`config.mk`:
```
export PLATFORM = sky130hd
export DESIGN_NAME = seg_scan_ctrl_flat
export DESIGN_NICKNAME = d
export VERILOG_FILES = /design/src/rtl/seg_scan_if.sv /design/src/rtl/seg_scan_ctrl.sv /design/src/flat_wrapper.sv
export SDC_FILE = /design/constraint.sdc
export NUM_CORES = 1
export LEC_CHECK = 0
export BUFFER_PORTS_ARGS = -buffer_cell sky130_fd_sc_hd__buf_2
export CAP_MARGIN = 20
export CORE_MARGIN = 8
export CORE_UTILIZATION = 48
export DETAILED_ROUTE_END_ITERATION = 16
export PLACE_DENSITY = 0.75
export SYNTH_ARGS = -nofsm -noshare
export SYNTH_HDL_FRONTEND = slang
export SYNTH_SLANG_ARGS = --single-unit
```
`constraint.sdc`:
```
create_clock -name clk -period 1.9 [get_ports clk]
set_input_delay 0.285 -clock clk [delete_from_list [all_inputs] [get_ports clk]]
set_output_delay 0.285 -clock clk [all_outputs]
set_load 0.01 [all_outputs]
```
`src/rtl/seg_scan_if.sv`:
```
// Signal bundle between the scan controller, the shared bin_to_seg decoder and the display pins.
// master = the scan controller; slave = the surrounding board logic.
interface seg_scan_if;
   logic [15:0] digits;
   logic        blank_lz;
   logic        blink_en;
   logic        colon_en;
   logic [6:0]  seg_in;
   logic [3:0]  dig_bin;
   logic [6:0]  seg_out;
   logic [3:0]  an;
   logic        dp;

   modport master (
      input  digits, blank_lz, blink_en, colon_en, seg_in,
      output dig_bin, seg_out, an, dp
   );

   modport slave (
      output digits, blank_lz, blink_en, colon_en, seg_in,
      input  dig_bin, seg_out, an, dp
   );
endinterface

```
`src/rtl/seg_scan_ctrl.sv`:
```
// Four-digit multiplexed 7-segment scan controller with frame-aligned capture,
// leading-zero blanking, whole-display blink and a colon on digit 2.
module seg_scan_ctrl #(
   parameter int REFRESH_DIV  = 50000,
   parameter int DEAD         = 2,
   parameter int BLINK_FRAMES = 64
) (
   input logic       clk,
   input logic       rst,
   seg_scan_if.master bus
);

   localparam int CNT_W = (REFRESH_DIV > 1) ? $clog2(REFRESH_DIV) : 1;
   localparam int FRM_W = (BLINK_FRAMES > 1) ? $clog2(BLINK_FRAMES) : 1;
   localparam logic [CNT_W-1:0] CNT_LAST = CNT_W'(REFRESH_DIV - 1);
   localparam logic [FRM_W-1:0] FRM_LAST = FRM_W'(BLINK_FRAMES - 1);

   logic [CNT_W-1:0] cnt_q, cnt_d;
   logic [1:0]       idx_q, idx_d;
   logic [15:0]      shadow_q, shadow_d;
   logic [FRM_W-1:0] frm_q, frm_d;
   logic             phase_q, phase_d;

   logic tick, frame_end;
   logic dead_done, lz_blank, blink_blank, visible;

   assign tick      = (cnt_q == CNT_LAST);
   assign frame_end = tick && (idx_q == 2'd3);

   // NOTE: every next-state variable gets a default first so no path leaves it unassigned (no latch).
   always_comb begin
      cnt_d    = tick ? '0 : cnt_q + CNT_W'(1);
      idx_d    = tick ? idx_q + 2'd1 : idx_q;
      shadow_d = frame_end ? bus.digits : shadow_q;
      frm_d    = frm_q;
      phase_d  = phase_q;
      if (frame_end) begin
         if (frm_q == FRM_LAST) begin
            frm_d   = '0;
            phase_d = ~phase_q;
         end else begin
            frm_d = frm_q + FRM_W'(1);
         end
      end
   end

   // NOTE: reset is synchronous and wins over every other update; state uses non-blocking assignment.
   always_ff @(posedge clk) begin
      if (rst) begin
         cnt_q    <= '0;
         idx_q    <= '0;
         shadow_q <= '0;
         frm_q    <= '0;
         phase_q  <= 1'b0;
      end else begin
         cnt_q    <= cnt_d;
         idx_q    <= idx_d;
         shadow_q <= shadow_d;
         frm_q    <= frm_d;
         phase_q  <= phase_d;
      end
   end

   // With no dead time every cycle of the slot is lit; avoids a trivially-true compare.
   if (DEAD == 0) begin : g_no_dead
      assign dead_done = 1'b1;
   end else begin : g_dead
      assign dead_done = (cnt_q >= CNT_W'(DEAD));
   end

   assign lz_blank    = bus.blank_lz &&
                        (((idx_q == 2'd3) && (shadow_q[15:12] == 4'd0)) ||
                         ((idx_q == 2'd2) && (shadow_q[15:8]  == 8'd0)));
   assign blink_blank = bus.blink_en && phase_q;
   assign visible     = dead_done && !lz_blank && !blink_blank;

   assign bus.dig_bin = shadow_q[{idx_q, 2'b00} +: 4];
   assign bus.an      = visible ? ~(4'b0001 << idx_q) : 4'b1111;
   assign bus.seg_out = visible ? bus.seg_in : 7'b1111111;
   assign bus.dp      = ~(visible && (idx_q == 2'd2) && bus.colon_en);

endmodule
```
`src/flat_wrapper.sv`:
```
// flat-port wrapper written by rule: the top's interface ports become plain ports
module seg_scan_ctrl_flat 
#(
   parameter int REFRESH_DIV  = 50000,
   parameter int DEAD         = 2,
   parameter int BLINK_FRAMES = 64
)
  (clk, rst, bus_digits, bus_blank_lz, bus_blink_en, bus_colon_en, bus_seg_in, bus_dig_bin, bus_seg_out, bus_an, bus_dp);
  seg_scan_if bus_i ();
  input logic clk;
  input logic rst;
  input wire logic [$bits(bus_i.digits)-1:0] bus_digits;
  input wire logic [$bits(bus_i.blank_lz)-1:0] bus_blank_lz;
  input wire logic [$bits(bus_i.blink_en)-1:0] bus_blink_en;
  input wire logic [$bits(bus_i.colon_en)-1:0] bus_colon_en;
  input wire logic [$bits(bus_i.seg_in)-1:0] bus_seg_in;
  output wire logic [$bits(bus_i.dig_bin)-1:0] bus_dig_bin;
  output wire logic [$bits(bus_i.seg_out)-1:0] bus_seg_out;
  output wire logic [$bits(bus_i.an)-1:0] bus_an;
  output wire logic [$bits(bus_i.dp)-1:0] bus_dp;
  assign bus_i.digits = bus_digits;
  assign bus_i.blank_lz = bus_blank_lz;
  assign bus_i.blink_en = bus_blink_en;
  assign bus_i.colon_en = bus_colon_en;
  assign bus_i.seg_in = bus_seg_in;
  assign bus_dig_bin = bus_i.dig_bin;
  assign bus_seg_out = bus_i.seg_out;
  assign bus_an = bus_i.an;
  assign bus_dp = bus_i.dp;
  seg_scan_ctrl #(.REFRESH_DIV(REFRESH_DIV), .DEAD(DEAD), .BLINK_FRAMES(BLINK_FRAMES)) u_core (.clk(clk), .rst(rst), .bus(bus_i));
endmodule
```
-- Word-level counts from Yosys, hierarchy flattened
Index checks and enable logic that the tools add are counted.
- output and inout port bits: 16
- input bits: 28
- word-level logic and storage cells: 37
- bits in registers: 41
- reduce and logical (&&, ||, !) cells: 16
- shift-type cells: 2
- magnitude comparators: 1
- bitwise operators: 3
- equality and inequality tests: 4
- $add $sub $neg: 3
- mux-type cells: 3
- operators with widths (operator ; number):
    16-bit by 1-bit adder with 16-bit output (second input constant) ; 1
    16-bit == test (second input constant) ; 1
    16-bit by 2-bit greater-or-equal comparator with 1-bit output (second input constant) ; 1
    16-bit by 5-bit indexed part select with 4-bit output ; 1
    1-bit logical AND ; 9
    8-bit logical NOT ; 1
    7-bit two-way mux ; 1
    6-bit by 1-bit adder with 6-bit output (second input constant) ; 1
    6-bit == test (second input constant) ; 1
    6-bit two-way mux ; 1
    2-bit == test (second input constant) ; 2
    4-bit logical NOT ; 1
    4-bit two-way mux ; 1
    4-bit inverter ; 1
    1-bit by 2-bit << shifter with 4-bit output (first input constant) ; 1
    2-bit by 1-bit adder with 2-bit output (second input constant) ; 1
    1-bit logical NOT ; 2
    1-bit inverter ; 2
    2-bit AND reduction ; 1
    2-bit OR reduction ; 1
    1-bit logical OR ; 1

-- Longest topological paths before layout
- word-level depth: 10
- gate-level depth with buffers: 7
- depth with buffers taken out: 6

-- Worst setup path after synthesis
OpenSTA, ideal clock, no wires.
- kind: register to output
- start point: reg u_core.cnt_q[11]
- end point: out bus_seg_out[0]
- cell stages (with the launch flop): 7
- required time: 1.615 ns
- arrival time: 1.862 ns
- path slack: -0.247 ns
- path buffers: 2
- path through: dfxtp_1 buf_6 or4_4 or4_4 o22a_1 buf_6 nand3b_1
- cells in the longest elaborated chain, start to end: 4
- RTL lines (item ; RTL line ; text):
    start, declared ; seg_scan_ctrl.sv:18 ; logic [CNT_W-1:0] cnt_q, cnt_d;
    start signal, assigned ; seg_scan_ctrl.sv:56 ; cnt_q <= cnt_d;
    16-bit by 2-bit greater-or-equal comparator with 1-bit output ; seg_scan_ctrl.sv:68 ; assign dead_done = (cnt_q >= CNT_W'(DEAD));
    1-bit logical AND (2 in a row) ; seg_scan_ctrl.sv:75 ; assign visible = dead_done && !lz_blank && !blink_blank;
    7-bit two-way mux ; seg_scan_ctrl.sv:79 ; assign bus.seg_out = visible ? bus.seg_in : 7'b1111111;
    end, declared ; flat_wrapper.sv:18 ; output wire logic [$bits(bus_i.seg_out)-1:0] bus_seg_out;
No other way between the ends.

-- Worst setup path in the final report
- start point: reg u_core.cnt_q[13]
- end point: out bus_seg_out[4]
The elaborated chain is that of the path after synthesis.

==> run_results.csv <==
group,metric,value,unit
run_status,status,"finished, violations left",
run_status,failed_checks,"negative setup slack",
placement,gp_congestion,0.8443,
drt,drc,0,
cells_and_area,stdcell_area,2562,sq um
cells_and_area,syn2layout_area_growth,26.89,%
drt,wl_met2,2.528,mm
drt,wire_per_inst,14.30,microns
global_routing,grt_pass1_vias,1708,
worst_setup_path,cp-start-kind,"flip-flop",
cells_and_area,post-route-util,0.6360,
power,p_per_area,726.3,nW/um^2
global_routing,antenna_found_initial,0,
cells_and_area,final_cell_mix,"43 x nand2_1, 43 x buf_2, 38 x dfxtp_1",
clock_tree,htreeDepth,2,
worst_setup_path,worst-setup-path-type,"flip-flop to primary output",
drt,ant_nets,0,
logic_synthesis,yosys_warnings,0,
cells_and_area,diodes,0,
timing,finalClockSkew,0.009960,ns
floorplan,die_x,80.86,microns
logic_synthesis,synth_cell_types,30,
logic_synthesis,synth-seq-cells,41,
drt,top_layer_used,"met4",
floorplan,ios,44,
clock_tree,clock-sinks,41,
floorplan,fp.dieH,80.86,microns
timing,finalSetupViolations,27,
timing,tightest_slew,0.4857,ns
placement,preCtsSetupSlack,-0.2600,ns
logic_synthesis,ys_seq_area_frac,0.4064,
power,p_leak,0.0009761,uW
timing,timing.hold.ws,0.2141,ns
global_routing,grt_start_max_net_pins,28,
timing,finalMaxSlewViolations,0,
clock_tree,clkLatencyLatePin,0.30,ns
floorplan,initial_core_util,0.5012,
drt,vias,1872,
timing,relSlewSlack,0.6762,
clock_tree,clock-root-buffer,"clkbuf_8",
placement,port_buffers,43,
timing,grt_setup_unrepaired,"yes",
drt,wl_met3,197,microns
drt,met1Wirelength,2.140,mm
global_routing,overflow,0,
placement,place_area,2360,sq um
logic_synthesis,synth_area,2019,sq um
global_routing,grt_pass1_wl,8.224,mm
logic_synthesis,synth.net_count,277,
worst_setup_path,cp.required,1.62,ns
min_path,hp-class,"input pin to flip-flop",
power,peakVddDrop,0.0005230,V
floorplan,fp.dieArea,6538,sq um
timing,fin_crit_sh,1.254,
logic_synthesis,async_flop_share,0,
timing,tns,-6.825,ns
global_routing,track_usage,0.1582,
logic_synthesis,synthCells,242,
floorplan,num_rows,23,
logic_synthesis,syn_avg_cell_area,8.345,sq um
floorplan,core_area,4029,sq um
clock_tree,cts_tree,"yes",
cells_and_area,drive_gt1_frac,0.2736,
drt,wirelength,4.949,mm
logic_synthesis,synth_edf_count,0,
timing,timing.final.ws_setup,-0.4832,ns
placement,dp_hpwl,3.512,mm
worst_setup_path,worstPathArrival,2.10,ns
logic_synthesis,ys.flop_type,"dfxtp_1",
timing,fmax,419.6,MHz
timing,hold_violations,0,
cells_and_area,fin_nets,330,
drt,routed_via_density,5.410,
worst_setup_path,cp_max_fo,6,
timing,period_needed,2.383,ns
worst_setup_path,endpoint_kind,"primary output",
drt,firstDrtPassIters,4,
clock_tree,cts_buffer_depth,2,
clock_tree,clk_pin_slew,0.08,ns
drt,drt_iter0_markers,88,
clock_tree,cts_buffers,5,
flow_run,drv_cap,0,
layout make-up:
class                   instances  area (sq um)
clock buffers                   5         68.82
clock inverters                 3         65.06
multi-input cells             182          1141
flip-flops and latches         41         824.5
well taps                      50         62.56
inverters                       6         22.52
repair buffers                 59         377.9
fillers                       368          1466
worst paths after layout:
path                                          from                  to  slack (ns)  cells after the start
worst min register to register  u_core.shadow_q[1]  u_core.shadow_q[1]        0.46                      2
worst max-delay path              u_core.cnt_q[13]      bus_seg_out[4]       -0.48                      5
worst max register to register    u_core.cnt_q[13]    u_core.cnt_q[11]       -0.10                      6
worst min-delay path                 bus_digits[2]  u_core.shadow_q[2]        0.21                      3
state kept, by name, indices dropped and copies added, names as in the netlist:
signal	cells
u_core.cnt_q	16
u_core.frm_q	6
u_core.idx_q	2
u_core.phase_q	1
u_core.shadow_q	16
synth_stat cells (all sizes together) (3+ instances only):
cell	number	area, sq um
a21oi	24	120.1
and3	4	25.02
and4	3	26.28
buf	3	33.78
clkbuf	11	41.29
dfxtp	41	820.8
ha	7	87.58
inv	6	22.52
mux4	4	90.09
nand2	43	161.4
nand3	17	85.08
nand3b	8	60.06
nand4	5	31.28
nor2	21	78.83
nor3	6	30.03
nor4	9	56.30
o21ai	4	23.77
or4	4	37.53
xnor2	11	96.34
xor2	3	26.28
stage by stage:
| stage | power (uW) | instances |
|---|---|---|
| 6_report | 1861 | 346 |
| 5_1_grt | 1929 | 346 |
| 4_1_cts | 1884 | 346 |
| 3_5_place_dp | 1027 | 336 |
| 3_3_place_gp | 1023 | 336 |
| 2_1_floorplan | 969.7 | 242 |
kinds of logic (layout without fill, tap and decap cells):
| family | after synthesis | after routing | synth area share |
|---|---|---|---|
| compound gates | 34 | 35 | 0.09604 |
| flops | 41 | 41 | 0.4064 |
| xor+xnor | 14 | 14 | 0.06072 |
| mux | 4 | 4 | 0.04461 |
| fa+ha+maj | 7 | 7 | 0.04337 |
| buf+inv | 20 | 73 | 0.04833 |
| simple gates | 122 | 122 | 0.3005 |
power breakdown:
group          internal (uW)  total (uW)  leakage, uW  switching, uW
Clock                    522         829    0.0000681            307
Sequential               864         873     0.000332           9.10
Combinational           80.6         159     0.000576           77.9
critical path, cell delays in order, from the launching register on:
cell and delay, ns:
dfxtp_2 0.32, or4_4 0.52, or4_4 0.46, o22a_4 0.27, nand3b_1 0.09, buf_2 0.14
repair_timing:
item | in CTS | in global routing
hold buffers | 0 | 0
gates resized for setup | 5 | 6
pin swaps | 1 | 0
setup buffers | 0 | 0
gates cloned | 2 | 0
setup endpoints to repair | 27 | 35
metal layers:
layer	vias up	track usage
li1	963	-
met1	867	0.1940
met2	31	0.2606
met3	11	0.03753
met4	0	0.06429
met5	-	0
Power figures use the tool's default switching activity.
